**src/rtl/spi_slave_regbank_pkg.sv**
```systemverilog
// Shared definitions for the SPI responder register bank: frame geometry, FSM states, command byte layout.
// Optional build macro used by the top: SPI_FRAME_ERR_EN.
package spi_slave_regbank_pkg;

  localparam int SPI_FRAME_BITS = 16;
  localparam int SPI_RW_BIT     = 7;

  typedef enum logic [1:0] {
    IDLE = 2'd0,
    CMD  = 2'd1,
    DATA = 2'd2,
    DONE = 2'd3
  } spi_state_t;

  typedef struct packed {
    logic       rw;
    logic [6:0] addr;
  } spi_cmd_t;

  function automatic logic addr_ok(input logic [6:0] addr, input int num_regs);
    return int'(addr) < num_regs;
  endfunction

endpackage

```
**src/rtl/spi_in_sync.sv**
```systemverilog
// Two-flop synchronizer for an asynchronous SPI pin with single-cycle rise/fall strobes on the synced level.
// RST_VAL should match the pin's idle level so reset release does not fake an edge.
module spi_in_sync #(
  parameter logic RST_VAL = 1'b0
) (
  input  logic clock,
  input  logic n_reset,
  input  logic din,
  output logic rise,
  output logic fall
);

  logic [1:0] sync_q;
  logic       prev_q;

  always_ff @(posedge clock or negedge n_reset) begin
    if (!n_reset) begin
      sync_q <= {2{RST_VAL}};
      prev_q <= RST_VAL;
    end else begin
      sync_q <= {sync_q[0], din};
      prev_q <= sync_q[1];
    end
  end

  assign rise = sync_q[1] & ~prev_q;
  assign fall = ~sync_q[1] & prev_q;

endmodule

```
**src/rtl/spi_slave_regbank.sv**
```systemverilog
// Mode-0 SPI responder terminating {rw,addr} + data frames in a local register bank, oversampled on clock.
// Define SPI_FRAME_ERR_EN to report frames aborted mid-way on frame_err/err_cnt.
module spi_slave_regbank
  import spi_slave_regbank_pkg::*;
#(
  parameter int         NUM_REGS = 32,
  parameter logic [7:0] RST_VAL  = 8'h00
) (
  input  logic       clock,
  input  logic       n_reset,
  input  logic       ss,
  input  logic       sclk,
  input  logic       mosi,
  output logic       miso,
  output logic       wr_valid,
  output logic [6:0] wr_addr,
  output logic [7:0] wr_data,
  input  logic [6:0] loc_addr,
  output logic [7:0] loc_rdata,
  output logic       frame_err,
  output logic [7:0] err_cnt
);

  localparam logic [4:0] CMD_LAST_BIT  = 5'(SPI_RW_BIT);
  localparam logic [4:0] DATA_LAST_BIT = 5'(SPI_FRAME_BITS - 1);

  logic       ss_rise, ss_fall, sclk_rise, sclk_fall;
  logic [1:0] mosi_q;
  logic       mosi_s;

  spi_state_t state_q, state_d;
  logic [4:0] bit_cnt_q;
  logic [7:0] rx_q, tx_q, rx_next, cmd_rdata;
  spi_cmd_t   cmd_q;
  logic       miso_q, commit_q;
  logic       wr_valid_q;
  logic [6:0] wr_addr_q;
  logic [7:0] wr_data_q;
  logic [7:0] bank [NUM_REGS];

  logic frame_start, rx_shift, tx_shift, cmd_last, data_last;

  spi_in_sync #(.RST_VAL(1'b1)) u_ss_sync (
    .clock   (clock),
    .n_reset (n_reset),
    .din     (ss),
    .rise    (ss_rise),
    .fall    (ss_fall)
  );

  spi_in_sync #(.RST_VAL(1'b0)) u_sclk_sync (
    .clock   (clock),
    .n_reset (n_reset),
    .din     (sclk),
    .rise    (sclk_rise),
    .fall    (sclk_fall)
  );

  always_ff @(posedge clock or negedge n_reset) begin
    if (!n_reset) mosi_q <= 2'b00;
    else          mosi_q <= {mosi_q[0], mosi};
  end
  assign mosi_s = mosi_q[1];

  function automatic logic [7:0] bank_rd(input logic [6:0] addr);
    logic [7:0] val;
    val = 8'h00;
    for (int i = 0; i < NUM_REGS; i++) begin
      if (addr == 7'(i)) val = bank[i];
    end
    return val;
  endfunction

  assign rx_next   = {rx_q[6:0], mosi_s};
  assign cmd_rdata = bank_rd(rx_next[6:0]);

  always_ff @(posedge clock or negedge n_reset) begin
    if (!n_reset) state_q <= IDLE;
    else          state_q <= state_d;
  end

  always_comb begin
    state_d = state_q;
    if (ss_rise) begin
      state_d = IDLE;
    end else begin
      case (state_q)
        IDLE:    if (ss_fall) state_d = CMD;
        CMD:     if (sclk_rise && bit_cnt_q == CMD_LAST_BIT) state_d = DATA;
        DATA:    if (sclk_rise && bit_cnt_q == DATA_LAST_BIT) state_d = DONE;
        DONE:    state_d = DONE;
        default: state_d = IDLE;
      endcase
    end
  end

  // A deselect wins over any edge seen in the same cycle.
  always_comb begin
    frame_start = 1'b0;
    rx_shift    = 1'b0;
    tx_shift    = 1'b0;
    cmd_last    = 1'b0;
    data_last   = 1'b0;
    if (!ss_rise) begin
      case (state_q)
        IDLE: frame_start = ss_fall;
        CMD: begin
          rx_shift = sclk_rise;
          cmd_last = sclk_rise && (bit_cnt_q == CMD_LAST_BIT);
        end
        DATA: begin
          rx_shift  = sclk_rise;
          tx_shift  = sclk_fall;
          data_last = sclk_rise && (bit_cnt_q == DATA_LAST_BIT);
        end
        default: ;
      endcase
    end
  end

  always_ff @(posedge clock or negedge n_reset) begin
    if (!n_reset) begin
      bit_cnt_q  <= 5'd0;
      rx_q       <= 8'h00;
      tx_q       <= 8'h00;
      cmd_q      <= '0;
      miso_q     <= 1'b0;
      commit_q   <= 1'b0;
      wr_valid_q <= 1'b0;
      wr_addr_q  <= 7'h00;
      wr_data_q  <= 8'h00;
    end else begin
      wr_valid_q <= commit_q;
      commit_q   <= 1'b0;
      if (commit_q) begin
        wr_addr_q <= cmd_q.addr;
        wr_data_q <= rx_q;
      end
      if (ss_rise) begin
        bit_cnt_q <= 5'd0;
        tx_q      <= 8'h00;
        miso_q    <= 1'b0;
      end
      if (frame_start) begin
        bit_cnt_q <= 5'd0;
        rx_q      <= 8'h00;
        tx_q      <= 8'h00;
        miso_q    <= 1'b0;
      end
      if (rx_shift) begin
        rx_q      <= rx_next;
        bit_cnt_q <= bit_cnt_q + 5'd1;
      end
      if (cmd_last) begin
        cmd_q <= spi_cmd_t'(rx_next);
        tx_q  <= rx_next[SPI_RW_BIT] ? cmd_rdata : 8'h00;
      end
      if (tx_shift) begin
        miso_q <= tx_q[7];
        tx_q   <= {tx_q[6:0], 1'b0};
      end
      // Commit is deferred one cycle so rx_q already holds the full data byte.
      if (data_last) begin
        miso_q   <= 1'b0;
        commit_q <= !cmd_q.rw && addr_ok(cmd_q.addr, NUM_REGS);
      end
    end
  end

  always_ff @(posedge clock or negedge n_reset) begin
    if (!n_reset) begin
      for (int i = 0; i < NUM_REGS; i++) bank[i] <= RST_VAL;
    end else begin
      for (int i = 0; i < NUM_REGS; i++) begin
        if (wr_valid_q && wr_addr_q == 7'(i)) bank[i] <= wr_data_q;
      end
    end
  end

  assign miso      = miso_q & ~ss;
  assign wr_valid  = wr_valid_q;
  assign wr_addr   = wr_addr_q;
  assign wr_data   = wr_data_q;
  assign loc_rdata = bank_rd(loc_addr);

`ifdef SPI_FRAME_ERR_EN
  logic       abort;
  logic       frame_err_q;
  logic [7:0] err_cnt_q;

  assign abort = ss_rise && (state_q == CMD || state_q == DATA) && (bit_cnt_q != 5'd0);

  always_ff @(posedge clock or negedge n_reset) begin
    if (!n_reset) begin
      frame_err_q <= 1'b0;
      err_cnt_q   <= 8'h00;
    end else begin
      frame_err_q <= abort;
      if (abort && err_cnt_q != 8'hFF) err_cnt_q <= err_cnt_q + 8'd1;
    end
  end

  assign frame_err = frame_err_q;
  assign err_cnt   = err_cnt_q;
`else
  assign frame_err = 1'b0;
  assign err_cnt   = 8'h00;
`endif

endmodule

```
**config.mk**
```make
export PLATFORM = sky130hd
export DESIGN_NAME = spi_slave_regbank
export DESIGN_NICKNAME = d
export VERILOG_FILES = /design/src/rtl/spi_slave_regbank_pkg.sv /design/src/rtl/spi_in_sync.sv /design/src/rtl/spi_slave_regbank.sv
export SDC_FILE = /design/constraint.sdc
export NUM_CORES = 1
export LEC_CHECK = 0
export ABC_AREA = 1
export CORE_UTILIZATION = 25
export DETAILED_ROUTE_END_ITERATION = 10
export PLACE_DENSITY_LB_ADDON = 0.2
export SLEW_MARGIN = 25
export SYNTH_ARGS = -nofsm -noshare
export SYNTH_HDL_FRONTEND = slang
export SYNTH_SLANG_ARGS = --single-unit
```
**constraint.sdc**
```tcl
create_clock -name clock -period 4.43 [get_ports clock]
set_input_delay 1.1075 -clock clock [delete_from_list [all_inputs] [get_ports clock]]
set_output_delay 1.1075 -clock clock [all_outputs]
set_load 0.02 [all_outputs]
```
==> results of run 1 <==
==> registers in the layout, summed over array words and instances, names as in the netlist, 5 cells and up <==
signal / flops
bank: 256
bit_cnt_q: 5
cmd_q: 8
rx_q: 8
tx_q: 8
wr_addr: 7
wr_data: 8
==> worst max-delay path by stage <==
stage	startpoint	to	slack (ps)	cells after the start
floorplan	loc_addr[6]	loc_rdata[5]	190	19
global placement	loc_addr[6]	loc_rdata[7]	-1600	24
CTS	loc_addr[2]	loc_rdata[2]	-830	25
global route	loc_addr[2]	loc_rdata[2]	-870	25
detailed placement	loc_addr[6]	loc_rdata[2]	-1700	23
finish	loc_addr[2]	loc_rdata[2]	-630	25
==> cell usage in the layout (no fill, tap or decap), types with 41 or more instances in the layout <==
master / synthesis / final
nand2_1: 860 / 844
nand3_1: 57 / 44
or2_2: 45 / 45
buf_4: 9 / 130
nor2_1: 178 / 154
clkbuf_16: 0 / 41
o21ai_0: 311 / 305
dfrtp_1: 310 / 310
a21oi_1: 60 / 50
nand4_1: 62 / 62
inv_1: 246 / 236
==> through the flow <==
| step | setup WS (ps) | utilization, % | hold slack [ps] | std cells | cell area [µm²] |
|---|---|---|---|---|---|
| floorplan | 194.0 | - | 331.2 | 2308 | 16490 |
| global placement | -1595 | 28.68 | 335.4 | 3242 | 18550 |
| detailed placement | -1702 | 28.68 | 338.7 | 3242 | 18550 |
| CTS | -832.0 | 31.40 | 351.8 | 3334 | 20320 |
| global route | -870.4 | 31.72 | 362.7 | 3338 | 20520 |
| finish | -626.7 | 31.72 | 349.4 | 3339 | 20520 |
==> metal layers <==
metal	vias to the layer above	global-route usage, %	wire length [µm]
met3	86	2.983	3064
met1	7401	27.58	30390
li1	7610	-	-
met2	398	29.67	28230
met4	0	5.342	1515
met5	-	0	0
==> what timing repair did <==
item | in CTS | in global routing
buffers inserted | 23 | 6
pin swaps | 59 | 64
resized for setup | 154 | 51
setup endpoints to repair | 8 | 8
==> power by group through the flow <==
stage | Sequential, µW | Clock (µW) | Combinational [µW]
6_report | 2950 | 3560 | 1330
5_1_grt | 2960 | 3750 | 1470
4_1_cts | 2950 | 3650 | 1320
3_5_place_dp | 3000 | 0 | 1300
3_3_place_gp | 3000 | 0 | 1300
2_1_floorplan | 2990 | 0 | 783
==> area by class of cell <==
class | count | area share [%]
clock inverter | 20 | 1.445
clock buffer | 53 | 5.414
tap | 855 | 5.212
timing repair buffer | 181 | 7.602
inverter | 253 | 4.688
antenna | 1 | 0.01219
multi-input combinational | 1663 | 37.44
sequential | 313 | 38.18
==> logic make-up after synthesis <==
family / Yosys count / share of synthesized area (%)
compound gates: 411 / 12.99
xor+xnor: 1 / 0.05322
fa+ha+maj: 8 / 0.6082
buf+inv: 332 / 7.822
flops: 313 / 47.61
mux: 2 / 0.1368
other cells: 1 / 0.02278
simple gates: 1232 / 30.76
==> results.py, run 1 <==
metrics = {
    "status": {
        "status": "complete, but fails checks",
        "violations": "negative setup slack",
    },
    "power": {
        "finalPower_uw": 7844,
        "power_frac_seq_pct": 37.6,
        "clockPowerShare_pct": 45.4,
        "p_leak_uw": 0.009172,
        "sw_frac_of_total_pct": 30.71,
        "power.switching_uw": 2409,
        "p_comb_share_pct": 17.0,
        "power.density_nw_per_um2": 382.2,
        "ir_drop_v": 0.0003296,
        "power.internal_uw": 5435,
    },
    "sta": {
        "setup_viol": 8,
        "clock.fmax_mhz": 197.8,
        "finalCriticalPeriod_ps": 5057,
        "worst_pin_slew_ps": 874.3,
        "slew_headroom_pct": 41.65,
        "slew_viol_final": 0,
        "hold_viol": 0,
        "rsz0062_at_grt": "yes",
        "finClkSkew_ps": 24.52,
        "final.setup.tns_ps": -3835,
        "setup_ws_ps": -626.7,
        "fin_crit_sh_pct": 114.1,
    },
    "routing": {
        "ant_nets": 0,
        "drt_wl_total_um": 63200,
        "drtIter0Drc": 1326,
        "dr.pass1.iters": 5,
        "vias_per_cell": 4.641,
        "num_vias": 15495,
        "wire_per_inst_um": 18.93,
        "route.detailed.drc": 0,
    },
    "synthesis": {
        "ys.flop_type": "dfrtp_1",
        "ys_async_sr_fraction_pct": 100.0,
        "synth_top_area_share_pct": 47.13,
        "yosysTopAreaCell": "dfrtp_1",
        "netlist_area_um2": 16460,
        "ys_ff_latch": 313,
        "ys_seq_area_share_pct": 47.61,
        "synth_edf_count": 0,
        "synth_cell_types": 36,
        "synthMostInstantiatedCell": "nand2_1",
        "yosys_warnings": 0,
        "synthCells": 2300,
        "synthTopCellsByCount": "860 x nand2_1, 311 x o21ai_0, 310 x dfrtp_1, 246 x inv_1, 178 x nor2_1",
        "syn_avg_cell_area_um2": 7.156,
        "synth_area_leaders": "dfrtp_1 47%, nand2_1 20%, o21ai_0 9.5%",
    },
    "floorplan": {
        "start_util_pct": 25.44,
        "fp.coreArea_um2": 64700,
        "rows": 93,
        "die_h_um": 258.6,
        "dieArea_um2": 66870,
        "io_pins": 46,
        "die_w_um": 258.6,
    },
    "setup_path": {
        "timing.rr.end": "tx_q[3]",
        "path_buf_inv": 6,
        "critPathKind": "input port to primary output",
        "worstRegToRegCells": 20,
        "worst_path_largest_cell_delay_ps": 200,
        "crit_top_cell": "nand4_1",
        "cp-end-kind": "primary output",
        "crit_slowest_cell": "nand4_1",
        "required_ps": 3320,
        "r2r_start": "rx_q[5]",
        "path_delay_family": "simple AND/OR/NAND/NOR gates",
        "crit_fanout": 4,
        "ff2ff_setup_slack_ps": 540,
        "startpoint_type": "input port",
        "crit_arrival_ps": 3950,
    },
    "hold_path": {
        "min_path_cells": 0,
        "hold_class": "flip-flop to flip-flop",
        "min_to": "u_sclk_sync.sync_q[1]",
        "holdCritStartpoint": "u_sclk_sync.sync_q[0]",
    },
    "final_layout": {
        "regArea_um2": 7836,
        "multi_input_area_um2": 7685,
        "syn_to_final_growth_pct": 24.69,
        "n_fill_cell": 7055,
        "drive_gt1_share_pct": 15.22,
        "fin_nets": 2472,
    },
    "cts": {
        "clk_pin_slew_ps": 60,
        "cts_tree": "built",
        "cts_sinks": 313,
        "clk_latency_ps": 580,
        "ctsHoldBuffers": 0,
        "numCtsBuffers": 40,
        "cts-root-buf": "clkbuf_16",
        "h-tree-depth": 2,
        "clockBufferDepth": 3,
    },
    "global_route": {
        "grt_pass1_wl_um": 97470,
        "antenna_found_initial": 0,
        "track_usage_pct": 19.19,
        "grt-ovfl-total": 0,
        "grt_max_degree": 95,
        "grt_pass1_vias": 15348,
    },
    "flow_run": {
        "drv_cap": 0,
    },
    "placement": {
        "dp_hpwl_um": 46550,
        "port_buffers": 36,
        "gp_congestion": 0.9463,
    },
}
(Power assumes the default switching activity.)
==> run 2, diff against run 1 <==
--- a/config.mk
+++ b/config.mk
@@ -9,6 +9,7 @@
 export CORE_UTILIZATION = 25
 export DETAILED_ROUTE_END_ITERATION = 10
 export PLACE_DENSITY_LB_ADDON = 0.2
+export SKIP_CTS_REPAIR_TIMING = 1
 export SLEW_MARGIN = 25
 export SYNTH_ARGS = -nofsm -noshare
 export SYNTH_HDL_FRONTEND = slang
==> run 2 against run 1 <==
Against the previous run:
- the run still ends with negative setup slack left
- worst hold slack barely moved
- global-route usage fell by 0.10 points
- core utilization fell by 0.21 points
- critical path type unchanged
==> results.py, run 2 (synthesized netlist as in run 1, its figures left out) <==
metrics = {
    "status": {
        "status": "complete, but fails checks",
        "violations": "negative setup slack",
    },
    "sta": {
        "slew_viol_final": 0,
        "hold_viol": 0,
        "finClkSkew_ps": 25.32,
        "finalCriticalPeriod_ps": 5207,
        "slew_headroom_pct": 43.96,
        "setup_ws_ps": -776.7,
        "worst_pin_slew_ps": 839.7,
        "fin_crit_sh_pct": 117.5,
        "setup_viol": 8,
        "holdWs_ps": 349.4,
        "rsz0062_at_grt": "yes",
        "clock.fmax_mhz": 192.1,
    },
    "routing": {
        "top_layer": "met4",
        "drt_wl_total_um": 63100,
        "route.detailed.drc": 0,
        "ant_nets": 0,
        "drtIter0Drc": 1302,
        "wire_per_inst_um": 18.96,
        "wl_met3_um": 3190,
        "met1Wirelength_um": 30400,
        "vias_per_cell": 4.646,
        "num_vias": 15463,
        "dr.pass1.iters": 6,
        "wl_met2_um": 28010,
    },
    "power": {
        "power.switching_uw": 2397,
        "ir_drop_v": 0.0003295,
        "p_comb_share_pct": 16.9,
        "power.density_nw_per_um2": 384.1,
        "clockPowerShare_pct": 45.5,
        "power_frac_seq_pct": 37.7,
        "power.internal_uw": 5432,
        "sw_frac_of_total_pct": 30.62,
        "p_leak_uw": 0.009128,
    },
    "final_layout": {
        "final_cell_mix": "847 x nand2_1, 310 x dfrtp_1, 305 x o21ai_0",
        "stdcell_count": 3328,
        "n_fill_cell": 7073,
        "top_register": "bank",
        "syn_to_final_growth_pct": 23.85,
        "final_common_cell": "nand2_1",
        "largest_reg_flops": 256,
        "drive_gt1_share_pct": 14.52,
        "fin_nets": 2461,
    },
    "global_route": {
        "grt-ovfl-total": 0,
        "antenna_found_initial": 0,
        "grt_max_degree": 95,
        "track_usage_pct": 19.09,
        "grt_pass1_wl_um": 96840,
        "grt_pass1_vias": 15203,
    },
    "floorplan": {
        "die_w_um": 258.6,
        "dieArea_um2": 66870,
        "io_pins": 46,
        "die_h_um": 258.6,
        "fp.coreArea_um2": 64700,
        "rows": 93,
        "start_util_pct": 25.44,
    },
    "cts": {
        "clockBufferDepth": 3,
        "clk_latency_ps": 580,
        "cts-root-buf": "clkbuf_16",
        "cts_sinks": 313,
        "clk_pin_slew_ps": 60,
        "cts_tree": "built",
        "h-tree-depth": 2,
        "numCtsBuffers": 40,
    },
    "placement": {
        "dp_slack_ps": -1702,
        "port_buffers": 36,
        "gp_congestion": 0.9463,
        "dp_hpwl_um": 46550,
        "dp_cells": 3242,
    },
    "setup_path": {
        "crit_arrival_ps": 4100,
        "critPathKind": "input port to primary output",
        "crit_fanout": 4,
        "crit_slowest_cell": "nand4_1",
        "worst_path_largest_cell_delay_ps": 230,
        "required_ps": 3320,
        "startpoint_type": "input port",
        "cp-end-kind": "primary output",
        "crit_top_cell": "nand4_1",
        "path_buf_inv": 6,
        "path_delay_family": "simple AND/OR/NAND/NOR gates",
    },
    "hold_path": {
        "hold_class": "flip-flop to flip-flop",
    },
    "flow_run": {
        "drv_cap": 0,
    },
}
## run 2: per-stage QoR
step / util [%] / power [µW] / area [µm²] / setup TNS (ps)
floorplan: - / 3772 / 16490 / 0
global placement: 28.68 / 4302 / 18550 / -11740
detailed placement: 28.68 / 4302 / 18550 / -12340
CTS: 30.85 / 7898 / 19960 / -12460
global route: 31.51 / 8171 / 20380 / -5559
finish: 31.51 / 7829 / 20390 / -3978
## run 2: cell type report
| cell class | instances | area (µm²) | share of cell area, % |
|---|---|---|---|
| clock inverter | 20 | 296.5 | 1.455 |
| sequential | 313 | 7836 | 38.44 |
| multi-input combinational | 1663 | 7654 | 37.54 |
| inverter | 253 | 959.7 | 4.708 |
| antenna | 1 | 2.502 | 0.01228 |
| clock buffer | 53 | 1111 | 5.450 |
| tap | 855 | 1070 | 5.248 |
| timing repair buffer | 170 | 1456 | 7.144 |
## run 2: power by group through the flow
stage	Clock, µW	Sequential [µW]	Combinational [µW]
5_1_grt	3750	2960	1460
3_5_place_dp	0	3000	1300
4_1_cts	3650	2950	1300
6_report	3560	2950	1320
3_3_place_gp	0	3000	1300
2_1_floorplan	0	2990	783
## run 2: worst register-to-register path, cell delays in order, from the launching register on
cell and delay [ps]:
dfrtp_1 440, inv_2 110, nand3_2 430, nor2_4 440
inv_1 110, o21ai_0 240, nand4_1 160, nor2_1 160
nand4_1 220, nor2_1 220, nand4_1 120, nand2_1 100
nand4_1 80, nor2_1 160, nand4_1 110, nand2_1 100
nand4_1 110, nor2_1 140, nand3_1 100, nand2_1 120
nand2_1 60
## run 2: final timing paths
kind | from | end | slack [ps] | depth (start not counted)
min in group asynchronous | n_reset | tx_q[7] | 490 | 1
worst max register to register | rx_q[5] | tx_q[3] | 560 | 20
worst min register to register | u_sclk_sync.sync_q[0] | u_sclk_sync.sync_q[1] | 350 | 0
max in group asynchronous | n_reset | bank[244] | 3000 | 2
worst min-delay path | u_sclk_sync.sync_q[0] | u_sclk_sync.sync_q[1] | 350 | 0
worst max-delay path | loc_addr[2] | loc_rdata[2] | -780 | 25
## run 2: layer usage
metal	global-route usage (%)	up-vias
li1	-	7589
met1	27.71	7405
met2	29.39	388
met3	2.827	81
met4	5.079	0
met5	0	-
